## src/rtl/hazard_ctrl.sv

```systemverilog
`default_nettype none
// ============================================================================
// Module   : hazard_ctrl
// Brief    : 5-stage pipeline sequencer: PC/stage enables, bubble flushes,
//            halt tracking and a saturating stall-cycle counter.
// Revision : 1.0 - initial release
// ============================================================================
module hazard_ctrl #(
    parameter int STALL_CNT_W = 16
) (
    input  logic                   CLK,
    input  logic                   RST,
    input  logic                   ihit,
    input  logic                   dhit,
    input  logic                   mem_dreq,
    input  logic                   mem_halt,
    input  logic                   mem_redirect,
    input  logic                   ex_d_ren,
    input  logic [4:0]             ex_wsel,
    input  logic [4:0]             dc_rsel1,
    input  logic [4:0]             dc_rsel2,
    input  logic                   dc_uses_rt,
    output logic                   pc_en,
    output logic                   pipe1_en,
    output logic                   pipe2_en,
    output logic                   pipe3_en,
    output logic                   pipe4_en,
    output logic                   hz_flushed1,
    output logic                   hz_flushed2,
    output logic                   hz_flushed3,
    output logic                   halted,
    output logic [STALL_CNT_W-1:0] stall_cycles
);

    typedef enum logic [1:0] {
        RUN   = 2'd0,
        DWAIT = 2'd1,
        HALT  = 2'd2
    } state_t;

    localparam logic [STALL_CNT_W-1:0] c_STALL_MAX = '1;

    state_t                   r_state;
    state_t                   w_next;
    logic                     r_halted;
    logic [STALL_CNT_W-1:0]   r_stall_cycles;
    logic                     w_lu;
    logic                     w_go;
    logic                     w_halt_now;

    // Enable/flush vector: {pc, p1, p2, p3, p4, f1, f2, f3}
    logic [7:0]               w_ctl;

    always_comb begin
        w_lu = ex_d_ren && (ex_wsel != 5'd0) &&
               ((ex_wsel == dc_rsel1) || (dc_uses_rt && (ex_wsel == dc_rsel2)));
    end

    always_comb begin
        w_go       = 1'b0;
        w_halt_now = 1'b0;
        w_next     = r_state;
        case (r_state)
            RUN: begin
                if (mem_halt) begin
                    w_halt_now = 1'b1;
                    w_next     = HALT;
                end else if (mem_dreq && !dhit) begin
                    w_next = DWAIT;
                end else begin
                    w_go = 1'b1;
                end
            end
            DWAIT: begin
                // Frozen EX/MEM contents are acted on only when the access completes
                if (dhit) begin
                    if (mem_halt) begin
                        w_halt_now = 1'b1;
                        w_next     = HALT;
                    end else begin
                        w_go   = 1'b1;
                        w_next = RUN;
                    end
                end
            end
            HALT: begin
                w_next = HALT;
            end
            default: begin
                w_next = RUN;
            end
        endcase
    end

    always_comb begin
        w_ctl = 8'b0000_0000;
        if (!RST) begin
            if (w_halt_now) begin
                w_ctl = 8'b0000_1000;
            end else if (w_go) begin
                if (mem_redirect) begin
                    w_ctl = 8'b1111_1111;
                end else if (w_lu) begin
                    w_ctl = 8'b0001_1010;
                end else if (!ihit) begin
                    w_ctl = 8'b0011_1100;
                end else begin
                    w_ctl = 8'b1111_1000;
                end
            end
        end
    end

    assign pc_en        = w_ctl[7];
    assign pipe1_en     = w_ctl[6];
    assign pipe2_en     = w_ctl[5];
    assign pipe3_en     = w_ctl[4];
    assign pipe4_en     = w_ctl[3];
    assign hz_flushed1  = w_ctl[2];
    assign hz_flushed2  = w_ctl[1];
    assign hz_flushed3  = w_ctl[0];
    assign halted       = r_halted;
    assign stall_cycles = r_stall_cycles;

    always_ff @(posedge CLK) begin
        if (RST) begin
            r_state        <= RUN;
            r_halted       <= 1'b0;
            r_stall_cycles <= '0;
        end else begin
            r_state  <= w_next;
            r_halted <= (w_next == HALT);
            if ((r_state != HALT) && !pc_en && (r_stall_cycles != c_STALL_MAX)) begin
                r_stall_cycles <= r_stall_cycles + 1'b1;
            end
        end
    end

endmodule
`default_nettype wire
```

## config.mk

```make
export PLATFORM = sky130hd
export DESIGN_NAME = hazard_ctrl
export DESIGN_NICKNAME = d
export VERILOG_FILES = /design/src/rtl/hazard_ctrl.sv
export SDC_FILE = /design/constraint.sdc
export NUM_CORES = 1
export LEC_CHECK = 0
export ABC_AREA = 1
export CAP_MARGIN = 10
export CORE_AREA = 8 8 64 66
export CTS_BUF_LIST = sky130_fd_sc_hd__clkbuf_2
export CTS_CLUSTER_SIZE = 40
export DETAILED_ROUTE_END_ITERATION = 6
export DIE_AREA = 0 0 72 74
export PLACE_DENSITY = 0.86
export SLEW_MARGIN = 10
export SYNTH_ARGS = -nofsm -noshare
export SYNTH_HDL_FRONTEND = slang
export SYNTH_SLANG_ARGS = --single-unit
```

## constraint.sdc

```tcl
create_clock -name CLK -period 2.5 [get_ports CLK]
set_clock_uncertainty 0.1 [all_clocks]
set_input_delay 0.5 -clock CLK [delete_from_list [all_inputs] [get_ports CLK]]
set_output_delay 0.5 -clock CLK [all_outputs]
set_load 0.03 [all_outputs]
```

==> impl_metrics.ini, run 1 <==
[worst_setup_path]
startpoint = dc_rsel2[1]
cp_cell_sequence = clkdlybuf4s50_1 > inv_1 > nand2_1 > nand2_1 > nor2_1 > nand3_1 > nand2_2 > nand3_1 > nand3_2 > inv_1 > buf_4
worstSetupEndpointType = primary output
setup.worst_path.class = primary input to primary output
cp.arrival_ns = 1.79
crit_slowest_cell = clkdlybuf4s50_1
r2r_slack_ns = 0.38
rr_startpoint = stall_cycles[0]
r2r-end = stall_cycles[7]
required_ns = 1.90
slowest_delay_ns = 0.47
startpoint_type = primary input
cp_max_fo = 2
reg2regPathDepth = 9
endpoint = pc_en

[power_and_ir_drop]
ir_drop_v = 0.0002332
cellLeakagePower_uw = 0.0008405
power_density_mw_per_mm2 = 330.1

[floorplanning]
die_height_um = 74
core-area_mm2 = 0.003179
die_area_mm2 = 0.005328
initial_utilization_pct = 43.60
rows = 21
die_width_um = 72
ios = 49

[clock_tree]
postCtsSetupBuffers = 0
cts_root_buf = clkbuf_2
cts_inserted_buffers = 3
cts_sinks = 19
clk_latency_ns = 0.30
cts_tree = built
htreeDepth = 1
clk_pin_slew_ns = 0.17
max-clock-path-buffers = 2

[global_routing]
track_usage_pct = 13.79
use_met2_pct = 25.61
met3_usage_pct = 2.022
met1_usage_pct = 15.76
grt_antenna_before_repair = 0
grt.busiest_layer = met2
grt_pass1_vias = 1433
grt_pass1_wl_um = 6120
overflow = 0
grt_max_degree = 19

[logic_synthesis]
synth_cells = 218
synth.distinct_cells = 27
netlist_area_mm2 = 0.001386
syn_area_per_cell_um2 = 6.359
synth.ff_latch_count = 19
yosys_warnings = 0
ys_seq_area_share_pct = 27.44
syn-num-nets = 243

[sta]
setup_violations = 0
hold_viol = 0
final.setup.tns_ns = 0
tightest_slew_ns = 0.3434
finalCritPeriodShare_pct = 95.46
fmax_mhz = 419.0
post-route-min-period_ns = 2.386
rsz0062_at_grt = false
relSlewSlack_pct = 76.86
drv_slew = 0

[placement]
portBuffers = 48
gp_congestion = 0.9101
dp_hpwl_um = 2908

[worst_hold_path]
hold_path_class = flip-flop to flip-flop
holdCritStartpoint = stall_cycles[15]

[finish]
drive_gt1_share_pct = 16.10
syn_to_final_growth_pct = 39.89
antenna_cells = 0
nets = 293
fin_util_pct = 61.00

[detailed_routing]
wl_per_cell_um = 11.86
vias = 1524
dr.pass1.iters = 4
wl_um = 3713
drtIter0Drc = 97
drc = 0
vias_per_cell = 4.869
ant_nets = 0

[run]
maxCapViolations = 0

[run_status]
status = finished, final reports clean
==> final cells by class <==
type	instances	area [µm²]
fillers	293	1240
multi-input cells	161	863.3
repair buffers	51	498.0
flip-flops and latches	19	380.4
inverters	32	120.1
well taps	46	57.56
clock buffers	4	20.02
==> state kept, by name, indices dropped and copies added (netlist names) <==
signal	cells
stall_cycles	16
r_state	2
halted	1
==> cells in the mapped netlist <==
cell type   n  area (µm²)
o21bai_1    1       7.510
xnor2_1     4       35.03
nor3b_2     1       12.51
nand3_2     1       10.01
ha_1        1       12.51
nor3b_1     1       7.510
inv_2       7       26.28
a21oi_1     6       30.03
nand2_4     1       11.26
nand3_1    26       130.1
o21ai_1     1       5.000
or2_2       1       6.260
xor2_1     11       96.34
o21ai_0     5       25.02
nand4_1     5       31.28
a21oi_2    10       87.58
o31ai_1     1       7.510
buf_2       3       15.01
buf_4       1       7.510
clkbuf_1    1       3.750
nand2_1    59       221.5
nor3_1      4       20.02
nor2_1     21       78.83
dfxtp_1    19       380.4
inv_1      25       93.84
o22ai_2     1       12.51
buf_6       1       11.26
==> cell usage in the layout, fill, tap and decap left out, types with 2 or more instances in the layout <==
master	netlist	layout
o21ai_0	5	3
dfxtp_1	19	19
clkdlybuf4s50_1	0	34
o21ai_1	1	3
nand2_1	59	55
inv_1	25	25
inv_2	7	7
xnor2_1	4	4
xor2_1	11	11
nor3_1	4	4
nor2_1	21	19
nand3_1	26	26
nor2_2	0	2
buf_4	1	11
nand4_1	5	5
nand2_2	0	4
a21oi_1	6	6
a21oi_2	10	10
clkbuf_2	0	4
dlymetal6s2s_1	0	6
==> what timing repair did <==
item / 4_1_cts / 5_1_grt
setup endpoints to repair: 0 / 5
hold buffers: 0 / 0
gates resized for setup: 0 / 14
==> power breakdown <==
part | internal [µW] | switching (µW) | leakage [µW]
registers | 311 | 8.36 | 0.000154
clock network | 42.4 | 95.2 | 0.0000166
logic | 79.1 | 104 | 0.000670
==> worst max-delay path: cells and delay by family <==
family | cells | cell delay, ns
buffers and inverters | 4 | 0.72
and+or+nand+nor | 7 | 0.56
==> logic make-up after synthesis <==
family,synth area share [%]
adder cells (fa/ha/maj),0.9024
AO/OA/AOI/OAI,12.63
buffers and inverters,11.37
flip-flops,27.44
XOR/XNOR,9.476
AND/OR/NAND/NOR,38.18
==> routing by layer <==
layer | wire length [µm] | vias up
met4 | 25 | 0
met3 | 166 | 2
met2 | 1897 | 42
met1 | 1624 | 689
li1 | - | 791
met5 | 0 | -
==> through the flow <==
step                      setup WS, ns  area [µm²]  cells  total power (µW)  hold WS [ns]
after floorplan                0.05124        1386    218             429.5        0.4950
after global placement         0.05629        1889    309             504.1        0.3910
final                           0.1135        1939    313             640.1        0.4262
after CTS                      0.03236        1909    313             641.8        0.4264
after global routing          0.009081        1939    313             675.4        0.4469
after detailed placement       0.03250        1889    309             507.2        0.4025
==> how the worst min path moves through the flow <==
stage	end	cells past startpoint
2_1_floorplan	r_state[0]	4
3_3_place_gp	stall_cycles[3]	2
3_5_place_dp	stall_cycles[15]	2
4_1_cts	stall_cycles[3]	2
5_1_grt	stall_cycles[3]	2
6_report	stall_cycles[15]	2
Note: power is estimated with default switching activity, not from simulation.
==> inputs of run 2 (changes only) <==
Settings changed: ABC_CLOCK_PERIOD_IN_PS set to 2500, CELL_PAD_IN_SITES_DETAIL_PLACEMENT set to 1, CELL_PAD_IN_SITES_GLOBAL_PLACEMENT set to 1, CORE_AREA 8 8 64 66 to 8 8 76 78, DIE_AREA 0 0 72 74 to 0 0 84 86.
==> run 2 against run 1 <==
Flip-flop and latch count unchanged. Sequential power about the same. Design area up 1.2%. Maximum frequency down 1.6%. Clock power up 4%. Setup slack worse by 0.038 ns. Count of clock-buffer cells in the layout down 1. Critical path type unchanged. Critical endpoint is now pipe1_en.
==> impl_metrics.ini, run 2 (synthesis results as in run 1) <==
[placement]
dp_hpwl_um = 3574
portBuffers = 48
gp_congestion = 0.8307
placed_area_mm2 = 0.001899
dp_slack_ns = -0.02780

[global_routing]
grt_max_degree = 19
grt_antenna_before_repair = 0
grt_pass1_wl_um = 7265
track_usage_pct = 11.97
grt_pass1_vias = 1532
overflow = 0

[worst_setup_path]
reg2regPathDepth = 9
cp.arrival_ns = 1.82
cp_cell_sequence = clkdlybuf4s50_1 > inv_1 > nand2_1 > nand2_1 > nor2_1 > nand3_1 > nand2_2 > nand3_2 > nand3_2 > inv_1 > buf_4
worstSetupEndpointType = primary output
r2r_slack_ns = 0.38
rr_startpoint = stall_cycles[0]
r2r-end = stall_cycles[1]
crit_slowest_cell = clkdlybuf4s50_1
cp_max_fo = 2
required_ns = 1.90
startpoint_type = primary input
setup.worst_path.class = primary input to primary output
slowest_delay_ns = 0.48

[clock_tree]
cts_root_buf = clkbuf_2
htreeDepth = 1
clk_latency_ns = 0.33
postCtsSetupBuffers = 0
clk_pin_slew_ns = 0.18
max-clock-path-buffers = 2
cts_tree = built
cts_inserted_buffers = 3
cts_sinks = 19

[sta]
setup_violations = 0
fmax_mhz = 412.5
finalCritPeriodShare_pct = 96.96
relSlewSlack_pct = 76.36
rsz0062_at_grt = true
layout_setup_ws_ns = 0.07593
tightest_slew_ns = 0.3509
post-route-min-period_ns = 2.424
hold_viol = 0
final.setup.tns_ns = 0
drv_slew = 0

[power_and_ir_drop]
power_frac_comb_pct = 28.8
cellLeakagePower_uw = 0.0008600
seqPwrFrac_pct = 49.2
p_clk_share_pct = 22.0
ir_drop_v = 0.0002716
finalPower_uw = 650.5
p_switching_uw = 224.6
swShare_pct = 34.52
power.internal_uw = 426.0
power_density_mw_per_mm2 = 331.4

[worst_hold_path]
holdPathEnd = stall_cycles[15]
holdCritStartpoint = stall_cycles[15]
hold_path_class = flip-flop to flip-flop
hold_depth = 2

[finish]
drive_gt1_share_pct = 16.48
largest_reg_flops = 16
fin_util_pct = 42.69
syn_to_final_growth_pct = 41.61
num-fill-cells = 602
antenna_cells = 0
final_cell_mix = nand2_1, clkdlybuf4s50_1, inv_1, nand3_1, dfxtp_1
seq_area_um2 = 380.4
fin_area_mm2 = 0.001963
multi_input_area_um2 = 873.3
nets = 293
mostFrequentLayoutCell = nand2_1

[detailed_routing]
drtIter0Drc = 29
wl_um = 4550
dr.pass1.iters = 4
vias = 1573
ant_nets = 0
vias_per_cell = 4.900
drc = 0
wl_per_cell_um = 14.17

[floorplanning]
rows = 25
initial_utilization_pct = 30.15
die_width_um = 84
die_area_mm2 = 0.007224
ios = 49
core-area_mm2 = 0.004598
die_height_um = 86

[run]
maxCapViolations = 0

[run_status]
status = finished, final reports clean
## run 2: layout make-up
class,instances,share of cell area (%)
multi-input combinational,161,44.49
clock inverter,1,0.2549
timing repair buffer,51,25.56
tap,54,3.442
clock buffer,3,0.7648
sequential,19,19.38
inverter,32,6.119
## run 2: what timing repair did
| action | 4_1_cts | 5_1_grt |
|---|---|---|
| gates cloned | 0 | 0 |
| hold buffers | 0 | 0 |
| pin swaps | 0 | 6 |
| gates resized for setup | 4 | 15 |
| setup endpoints to repair | 3 | 5 |
## run 2: metrics by stage
step | hold WS (ns) | cells
6_report | 0.4278 | 321
2_1_floorplan | 0.4950 | 218
5_1_grt | 0.4630 | 321
3_5_place_dp | 0.4031 | 317
3_3_place_gp | 0.3951 | 317
4_1_cts | 0.4314 | 321
## run 2: critical path: cells and delay by family
kind | cells | cell delay [ns]
buf+inv | 4 | 0.75
simple gates | 7 | 0.57
## run 2: worst max path at each step
| stage | start | endpoint | slack (ns) | cells past startpoint |
|---|---|---|---|---|
| floorplan | mem_dreq | pipe1_en | 0.05 | 9 |
| global placement | ex_wsel[0] | hz_flushed2 | 0.03 | 10 |
| detailed placement | dhit | hz_flushed1 | -0.03 | 9 |
| CTS | ex_wsel[2] | pipe1_en | 0.006 | 11 |
| global route | dc_rsel1[0] | pipe1_en | 0.0006 | 11 |
| finish | dc_rsel1[0] | pipe1_en | 0.08 | 11 |
## run 2: power by group through the flow
stage	clock network [µW]	registers (µW)	logic, µW
finish	143	320	187
detailed placement	0	326	185
global route	159	322	204
floorplan	0	336	93.1
global placement	0	326	181
CTS	149	320	186
## run 2: metal layers
metal	vias up	track usage [%]	part of all wire [%]
met5	-	0	0
li1	791	-	-
met2	26	21.12	51
met1	754	14.39	45
met4	0	3.297	0.53
met3	2	2.180	3.1
